**src/rtl/piso_serializer_pkg.sv**
```systemverilog
// Shared definitions for the parallel-in serial-out transmitter.
// Holds the FSM encoding and the word-length legality check.
package piso_serializer_pkg;

    typedef enum logic {
        IDLE  = 1'b0,
        SHIFT = 1'b1
    } state_e;

    function automatic bit width_ok(input int width);
        return width >= 2;
    endfunction

endpackage

```
**src/rtl/piso_serializer_if.sv**
```systemverilog
// Load handshake and serial output bundle of the transmitter.
// The master side offers words; the slave side is the serializer.
interface piso_serializer_if #(
    parameter int WIDTH = 6
);
    logic             load_valid;
    logic [WIDTH-1:0] load_data;
    logic             load_ready;
    logic             sout;
    logic             sout_valid;
    logic             done;

    modport master (
        output load_valid,
        output load_data,
        input  load_ready,
        input  sout,
        input  sout_valid,
        input  done
    );

    modport slave (
        input  load_valid,
        input  load_data,
        output load_ready,
        output sout,
        output sout_valid,
        output done
    );
endinterface

```
**src/rtl/piso_shift_reg.sv**
```systemverilog
// WIDTH-bit right-shift register with synchronous clear and parallel load.
// Clear wins over load, load wins over shift; zeros enter at the MSB.
module piso_shift_reg #(
    parameter int WIDTH = 6
) (
    input  logic             clk,
    input  logic             clr,
    input  logic             load,
    input  logic             shift_en,
    input  logic [WIDTH-1:0] d,
    output logic             q0
);
    logic [WIDTH-1:0] q_q;
    logic [WIDTH-1:0] q_d;

    always_comb begin
        q_d = q_q;
        if (clr) begin
            q_d = '0;
        end else if (load) begin
            q_d = d;
        end else if (shift_en) begin
            q_d = {1'b0, q_q[WIDTH-1:1]};
        end
    end

    always_ff @(posedge clk) begin
        q_q <= q_d;
    end

    assign q0 = q_q[0];
endmodule

```
**src/rtl/piso_serializer.sv**
```systemverilog
// Serial link transmitter: accepts a word on valid/ready, sends it LSB first.
//   state | meaning
//   IDLE  | no word in flight, ready for a load
//   SHIFT | driving one bit per cycle; ready again on the last bit
module piso_serializer
    import piso_serializer_pkg::*;
#(
    parameter int WIDTH = 6
) (
    input  logic               clk,
    input  logic               rst,
    piso_serializer_if.slave   bus
);
    localparam int             CNT_W    = $clog2(WIDTH);
    localparam logic [CNT_W-1:0] CNT_LAST = CNT_W'(WIDTH - 1);

    if (!width_ok(WIDTH)) begin : g_bad_width
        $error("piso_serializer: WIDTH must be at least 2");
    end

    state_e           state_q, state_d;
    logic [CNT_W-1:0] cnt_q, cnt_d;
    logic             sreg_load;
    logic             sreg_shift;
    logic             sreg_bit0;
    logic             last_bit;
    logic             accept;

    piso_shift_reg #(.WIDTH(WIDTH)) u_sreg (
        .clk      (clk),
        .clr      (rst),
        .load     (sreg_load),
        .shift_en (sreg_shift),
        .d        (bus.load_data),
        .q0       (sreg_bit0)
    );

    // Outputs decode only registered state, so nothing on the load side
    // can ripple through to the serial side in the same cycle.
    always_comb begin
        last_bit       = (state_q == SHIFT) && (cnt_q == CNT_LAST);
        bus.load_ready = (state_q == IDLE) || last_bit;
        bus.sout_valid = (state_q == SHIFT);
        bus.sout       = (state_q == SHIFT) && sreg_bit0;
        bus.done       = last_bit;
    end

    assign accept = bus.load_valid && bus.load_ready;

    always_comb begin
        state_d    = state_q;
        cnt_d      = cnt_q;
        sreg_load  = 1'b0;
        sreg_shift = 1'b0;
        case (state_q)
            IDLE: begin
                if (accept) begin
                    state_d   = SHIFT;
                    cnt_d     = '0;
                    sreg_load = 1'b1;
                end
            end
            SHIFT: begin
                if (last_bit) begin
                    cnt_d = '0;
                    if (accept) begin
                        sreg_load = 1'b1;
                    end else begin
                        state_d    = IDLE;
                        sreg_shift = 1'b1;
                    end
                end else begin
                    sreg_shift = 1'b1;
                    cnt_d      = cnt_q + 1'b1;
                end
            end
            default: begin
                state_d = IDLE;
                cnt_d   = '0;
            end
        endcase
    end

    always_ff @(posedge clk) begin
        if (rst) begin
            state_q <= IDLE;
            cnt_q   <= '0;
        end else begin
            state_q <= state_d;
            cnt_q   <= cnt_d;
        end
    end
endmodule

```
**src/flat_wrapper.sv**
```systemverilog
// flat-port wrapper written by rule: the top's interface ports become plain ports
module piso_serializer_flat import piso_serializer_pkg::*;
#(
    parameter int WIDTH = 6
)
  (clk, rst, bus_load_valid, bus_load_data, bus_load_ready, bus_sout, bus_sout_valid, bus_done);
  piso_serializer_if #(.WIDTH(WIDTH)) bus_i ();
  input  logic clk;
  input  logic rst;
  input wire logic [$bits(bus_i.load_valid)-1:0] bus_load_valid;
  input wire logic [$bits(bus_i.load_data)-1:0] bus_load_data;
  output wire logic [$bits(bus_i.load_ready)-1:0] bus_load_ready;
  output wire logic [$bits(bus_i.sout)-1:0] bus_sout;
  output wire logic [$bits(bus_i.sout_valid)-1:0] bus_sout_valid;
  output wire logic [$bits(bus_i.done)-1:0] bus_done;
  assign bus_i.load_valid = bus_load_valid;
  assign bus_i.load_data = bus_load_data;
  assign bus_load_ready = bus_i.load_ready;
  assign bus_sout = bus_i.sout;
  assign bus_sout_valid = bus_i.sout_valid;
  assign bus_done = bus_i.done;
  piso_serializer #(.WIDTH(WIDTH)) u_core (.clk(clk), .rst(rst), .bus(bus_i));
endmodule
```
**config.mk**
```make
export PLATFORM = sky130hd
export DESIGN_NAME = piso_serializer_flat
export DESIGN_NICKNAME = d
export VERILOG_FILES = /design/src/rtl/piso_serializer_pkg.sv /design/src/rtl/piso_serializer_if.sv /design/src/rtl/piso_shift_reg.sv /design/src/rtl/piso_serializer.sv /design/src/flat_wrapper.sv
export SDC_FILE = /design/constraint.sdc
export NUM_CORES = 1
export LEC_CHECK = 0
export ABC_AREA = 1
export BUFFER_PORTS_ARGS = -buffer_cell sky130_fd_sc_hd__buf_4
export CAP_MARGIN = 20
export CELL_PAD_IN_SITES_DETAIL_PLACEMENT = 0
export CELL_PAD_IN_SITES_GLOBAL_PLACEMENT = 2
export CORE_MARGIN = 2
export CORE_UTILIZATION = 28
export DETAILED_ROUTE_END_ITERATION = 10
export PLACE_DENSITY_LB_ADDON = 0.1
export REMOVE_ABC_BUFFERS = 1
export SLEW_MARGIN = 20
export SYNTH_ARGS = -nofsm -noshare
export SYNTH_HDL_FRONTEND = slang
export SYNTH_SLANG_ARGS = --single-unit
```
**constraint.sdc**
```tcl
create_clock -name clk -period 2.5 [get_ports clk]
set_clock_uncertainty 0.1 [all_clocks]
set_input_delay 0.5 -clock clk [delete_from_list [all_inputs] [get_ports clk]]
set_output_delay 0.5 -clock clk [all_outputs]
set_load 0.02 [all_outputs]
```
======== After elaboration in Yosys (flattened, before gate mapping) ========
Cells that the tools add are included.
storage, ports and cells
  latch bits .............................. 0
  flip-flop bits (word level) ............. 10
  memories kept ........................... 0
  memory bits (writable) .................. 0
  ROM bits ................................ 0
  output and inout port bits .............. 4
cells by class
  shift operators ......................... 0
  bitwise gates (word level) .............. 1
  order comparisons ....................... 0
  add/sub/neg operators ................... 1
  divide/modulo/power cells ............... 0
  multipliers ............................. 0
  eq/ne operators ......................... 2
  multiplexer cells ....................... 13
  reductions and logical operators ........ 5
operator list
  operator                                                                  count
  6-bit two-way mux                                                         2
  1-bit two-way mux                                                         6
  3-bit two-way mux                                                         2
  3-bit case mux with 2 select lines                                        1
  1-bit case mux with 2 select lines                                        2
  3-bit by 1-bit adder with 3-bit output (second input constant)            1
  3-bit equality test (second input constant)                               1
  1-bit logical AND                                                         3
  2-bit by 1-bit inequality test with 1-bit output (second input constant)  1
  2-bit nonzero test                                                        1
  1-bit logical OR                                                          1
  1-bit inverter                                                            1

======== Depth between registers and ports, before layout ========
Gate-level depths: netlist (run 1).
  depth in word-level cells ............... 9
  depth in mapped cells ................... 8
  gate-level depth less buffers ........... 8

======== Hierarchy ========
A second synthesis (run 1) with hierarchy kept.
second synthesis, totals
  cell total of the unflattened synthesis .. 81
  area total of the unflattened synthesis .. 520.5 um2
modules (own cells, without submodules)
  module           cells each  area each (um2)  sequential area each (um2)  instances
  piso_shift_reg   46          284.0            120.1                       1
  piso_serializer  35          236.5            80.1                        1

======== Worst setup path after synthesis (run 1) ========
OpenSTA, ideal clock, no wires.
  path type ............................... register to output
  from .................................... register u_core.state_q, in the netlist u_core.bus.sout_valid
  to ...................................... output port bus_done
  arrival ................................. 0.947 ns
  buffers on the path ..................... 0
  stages on the path, launching flop included .. 3
  required time ........................... 1.900 ns
  slack ................................... 0.953 ns
  path through ............................ dfxtp_1 -> inv_1 -> nor2_1
on the way
  cells in the longest elaborated chain, start to end .. 1
ends and longest elaborated chain
  element                   line                   text
  start: declaration        piso_serializer.sv:21  state_e state_q, state_d;
  start signal: assignment  piso_serializer.sv:89  state_q <= state_d;
  1-bit logical AND         piso_serializer.sv:41  last_bit = (state_q == SHIFT) && (cnt_q == CNT_LAST);
  end: declaration          flat_wrapper.sv:15     output wire logic [$bits(bus_i.done)-1:0] bus_done;
No other way between the ends.

======== Worst setup path after layout (run 1) ========
  from .................................... register u_core.cnt_q[1]
  to ...................................... output port bus_load_ready
on the way
  cells in the longest elaborated chain, start to end .. 3
ends and longest elaborated chain
  element                   line                   text
  start: declaration        piso_serializer.sv:22  logic [CNT_W-1:0] cnt_q, cnt_d;
  start signal: assignment  piso_serializer.sv:90  cnt_q <= cnt_d;
  3-bit equality test       piso_serializer.sv:41
  1-bit logical AND         piso_serializer.sv:41
  1-bit logical OR          piso_serializer.sv:42  bus.load_ready = (state_q == IDLE) || last_bit;
  end: declaration          flat_wrapper.sv:12     output wire logic [$bits(bus_i.load_ready)-1:0] bus_load_ready;
No other way between the ends.

==> metrics, run 1 <==
CTS tree done; Crit. End Element output port; Setup Fix Bufs, Post-CTS 0; CP arrival 1.33 ns; Syn. warnings 0; placed cells 110; Min-Delay Startpoint rst; Antenna Violating Nets Remaining 0; CTS Buf Count 3; unrepaired setup endpoints after global routing no; Port Buffers 12; Tcrit/Tclk final 77.4%; max-slew violations 0; Clock transition at path regs 0.06 ns; worst r2r path cells 8; CP startpoint kind flop; clock buffer depth 2; reg2reg end u_core.u_sreg.q_q[2]; GR Util All Layers 11.7%; clk root buf clkbuf_4; drt pass-1 iters 2; post-cts resize count 0; post-synth cell types 15; synthesized area 532 um^2; critical path type reg2out; Routed WL per cell 9.73 um; Least-Margin Pin Slew 0.275 ns; vias in the first global route 402; grt ovf 0; synth top area cells dfxtp_1, nor2_1, inv_1; commonest non-fill, non-tap cell in the layout nor2_1; Reg2Reg Setup Slack 1.14 ns; Initial Util 30.1%; Sink Count 10; worst skew pair latency 0.26 ns; drt first-iter violations 7; Vert. Die Dim 47.6 um; WL final 1100 um; DR vias 493; run status finished, final reports clean; Avg Synthesized Cell Area 7.00 um^2; Worst VDD drop 0.269 mV; Syn Inst Count 76; sink of the worst hold path u_core.u_sreg.q_q[5]; Seq cells post-synth 10; Slew HR 81.6%; Max Fanout on Critical Path 15; H-tree depth 1; Max Cap Viol 0; commonest non-fill, non-tap cells in the layout nor2_1, inv_1, buf_4, nand2_1, dfxtp_1; final setup vio count 0; initial antenna violation count 0; sequential area share after synthesis 37.6%; DP HPWL 764 um; fin cells 113; largest net degree at the start of global routing 16; Pleak 0.311 nW; first-pass GRT wire length 1830 um; Final Hold Fails 0; post-synth top area share 37.6%; Area after DPL 626 um^2; HP Class in2reg; core area 1760 um^2; Final Cell Area 648 um^2; Synth area leader dfxtp_1; pwr dens 544 nW/um^2; Worst Hold Depth 2; final setup TNS 0 ns; Die W 47.6 um; final RePlAce weighted congestion 0.698; FP Rows 15; R2R Path Start u_core.cnt_q[1]; Fillers 212; Required @ worst endpoint 1.90 ns; DRC viols 0; vias per cell 4.36; Hold-fix buffers, CTS 0; Antenna Cells 0; synth-to-layout area growth 21.9%; fin crit period 1.93 ns; share of cells above drive strength 1 21.6%; Fmax achieved 517 MHz; Top-Level Pins 13; fin nets 101; DIE AREA 2260 um^2
-- critical path, cell delays in order (launching register included) --
cell     delay, ns
dfxtp_1       0.34
inv_1         0.06
ha_1          0.18
nand2_2       0.09
nand2_2       0.18
buf_4         0.23
-- cells by family after synthesis --
| family | after synthesis | share of synthesized area (%) |
|---|---|---|
| AOI/OAI and AO/OA | 16 | 16.7 |
| adders and majority gates | 2 | 4.71 |
| buffers and inverters | 15 | 13.6 |
| DFF | 10 | 37.6 |
| and+or+nand+nor | 33 | 27.3 |
-- through the flow --
stage                     power (mW)  hold slack [ns]  worst slack, ns  utilization [%]
after CTS                      0.361            0.325            0.549             36.7
after detailed placement       0.248            0.382            0.843             35.5
after floorplan                0.221            0.358            0.953                -
after global routing           0.379            0.320            0.451             36.7
after global placement         0.248            0.382            0.859             35.5
final                          0.353            0.328            0.566             36.7
-- per-layer routing --
metal	global-route usage (%)	wire length [um]	vias to the layer above
li1	-	-	266
met1	15.6	556	213
met2	16.8	479	14
met3	6.79	64	0
met4	1.62	0	0
met5	0	0	-
-- report_power, final --
group	switching (mW)	total, mW	internal, mW	leakage, nW
Clock	0.0528	0.108	0.0555	0.0138
Sequential	0.00724	0.178	0.170	0.0824
Combinational	0.0384	0.0665	0.0281	0.214
Total	0.0985	0.353	0.254	0.311
-- synthesized netlist by cell type (all sizes together) --
cell / number
a211oi: 1
a21oi: 8
buf: 3
dfxtp: 10
ha: 2
inv: 12
nand2: 13
nand3: 7
nor2: 13
o21ai: 6
o22ai: 1
-- sequential cells by signal, indices dropped and copies added, names as in the netlist --
signal                 flops
u_core.u_sreg.q_q          6
u_core.bus.sout_valid      1
u_core.cnt_q               3
-- layout make-up --
cell class / count / area (um^2) / area share (%)
repair buffers: 12 / 90.1 / 13.9
clock buffers: 3 / 22.5 / 3.47
multi-input cells: 51 / 259 / 40.0
well taps: 25 / 31.3 / 4.83
inverters: 12 / 45.0 / 6.95
flip-flops and latches: 10 / 200 / 30.9
-- worst max-delay path by stage --
| stage | startpoint | endpoint | slack [ns] | cells past startpoint |
|---|---|---|---|---|
| 2_1_floorplan | u_core.bus.sout_valid | bus_done | 0.95 | 2 |
| 3_5_place_dp | u_core.cnt_q[0] | bus_load_ready | 0.84 | 4 |
| 4_1_cts | u_core.cnt_q[0] | bus_load_ready | 0.55 | 4 |
| 3_3_place_gp | u_core.cnt_q[0] | bus_load_ready | 0.86 | 4 |
| 6_report | u_core.cnt_q[1] | bus_load_ready | 0.57 | 5 |
| 5_1_grt | u_core.cnt_q[1] | bus_load_ready | 0.45 | 5 |
No activity file was read; power rests on OpenSTA's default activity.
==> run 2: changes to the inputs <==
--- a/config.mk
+++ b/config.mk
@@ -11,7 +11,7 @@
 export CELL_PAD_IN_SITES_DETAIL_PLACEMENT = 0
 export CELL_PAD_IN_SITES_GLOBAL_PLACEMENT = 2
 export CORE_MARGIN = 2
-export CORE_UTILIZATION = 28
+export CORE_UTILIZATION = 26
 export DETAILED_ROUTE_END_ITERATION = 10
 export PLACE_DENSITY_LB_ADDON = 0.1
 export REMOVE_ABC_BUFFERS = 1
==> constraint.sdc (replaced) <==
create_clock -name clk -period 2 [get_ports clk]
set_clock_uncertainty 0.1 [all_clocks]
set_input_delay 0.4 -clock clk [delete_from_list [all_inputs] [get_ports clk]]
set_output_delay 0.4 -clock clk [all_outputs]
set_load 0.02 [all_outputs]
==> run 2 against run 1 <==
Compared with the run above:
- utilization is 3.2 points lower
- first-iteration DRC count is 14% higher
- sequential power is 25% higher
- largest power group unchanged
==> metrics, run 2 (synthesis results as in run 1) <==
critical path type reg2out; Top-Level Pins 13; Setup Fix Bufs, Post-CTS 0; Max Fanout on Critical Path 15; commonest non-fill, non-tap cell in the layout nor2_1; vias in the first global route 451; final setup vio count 0; Hold-fix buffers, CTS 0; worst r2r path cells 6; Crit. End Element output port; FP Rows 16; initial antenna violation count 0; Antenna Violating Nets Remaining 0; synth-to-layout area growth 22.4%; pwr dens 688 nW/um^2; Die W 49.2 um; drt first-iter violations 8; core area 1940 um^2; final setup TNS 0 ns; CTS tree done; drt pass-1 iters 4; Routed WL per cell 9.87 um; max-slew violations 0; Port Buffers 12; Antenna Cells 0; final RePlAce weighted congestion 0.711; Worst VDD drop 0.293 mV; Least-Margin Pin Slew 0.295 ns; HP Class in2reg; CTS Buf Count 3; commonest non-fill, non-tap cells in the layout nor2_1, inv_1, buf_4, nand2_1, dfxtp_1; fin crit period 1.86 ns; fin nets 101; DR vias 493; Slew HR 80.3%; post-cts resize count 0; clk root buf clkbuf_4; Hold WS 0.230 ns; first-pass GRT wire length 2090 um; placed cells 112; Vert. Die Dim 49.2 um; run status finished, final reports clean; unrepaired setup endpoints after global routing no; largest net degree at the start of global routing 16; Area after DPL 628 um^2; CP arrival 1.36 ns; Final Util 33.5%; share of cells above drive strength 1 21.6%; DP HPWL 767 um; clock buffer depth 2; Final Hold Fails 0; Pleak 0.311 nW; Clock transition at path regs 0.07 ns; fin cells 115; DIE AREA 2420 um^2; Final Cell Area 651 um^2; Max Cap Viol 0; Required @ worst endpoint 1.50 ns; Worst Hold Depth 2; Biggest register u_core.u_sreg.q_q; Tcrit/Tclk final 92.9%; CP startpoint kind flop; Sink Count 10; Fmax achieved 538 MHz; DRC viols 0; H-tree depth 1; GR Util All Layers 11.4%; Initial Util 27.4%; grt ovf 0; vias per cell 4.29; WL final 1140 um; worst skew pair latency 0.26 ns; max reg flops 6
run 2: cell counts in the layout (fill, tap and decap cells not counted):
No cell type changed its count.
run 2: through the flow:
stage / worst slack, ns / power (mW)
after global placement: 0.452 / 0.311
after global routing: 0.0480 / 0.486
after CTS: 0.147 / 0.454
final: 0.143 / 0.448
after floorplan: 0.553 / 0.277
after detailed placement: 0.442 / 0.311
run 2: worst max-delay path, cell delays in order, from the launching register on:
cell and delay (ns):
dfxtp_1 0.40, ha_1 0.18, nand2_2 0.07, nand2_2 0.24, buf_4 0.20
run 2: final timing paths:
kind,start,end,slack [ns]
max,u_core.cnt_q[0],bus_load_ready,0.14
min,rst,u_core.cnt_q[1],0.23
max reg2reg,u_core.cnt_q[0],u_core.u_sreg.q_q[2],0.61
min reg2reg,u_core.u_sreg.q_q[5],u_core.u_sreg.q_q[5],0.39
run 2: metal layers:
layer / up-vias / track usage (%) / part of all wire, %
li1: 267 / - / -
met1: 214 / 15.2 / 52
met2: 10 / 16.4 / 41
met3: 2 / 2.76 / 5.1
met4: 0 / 7.14 / 1.2
met5: - / 0 / 0
run 2: area by class of cell:
cell class	count	area (um^2)
multi-input cells	51	259
well taps	27	33.8
flip-flops and latches	10	200
repair buffers	12	90.1
inverters	12	45.0
clock buffers	3	22.5
fillers	218	1290
run 2: power by group:
part           switching [mW]  leakage (nW)  total, mW  internal, mW
Combinational          0.0490         0.214     0.0841        0.0351
Sequential            0.00881        0.0824      0.222         0.213
Clock                  0.0726        0.0138      0.142        0.0695
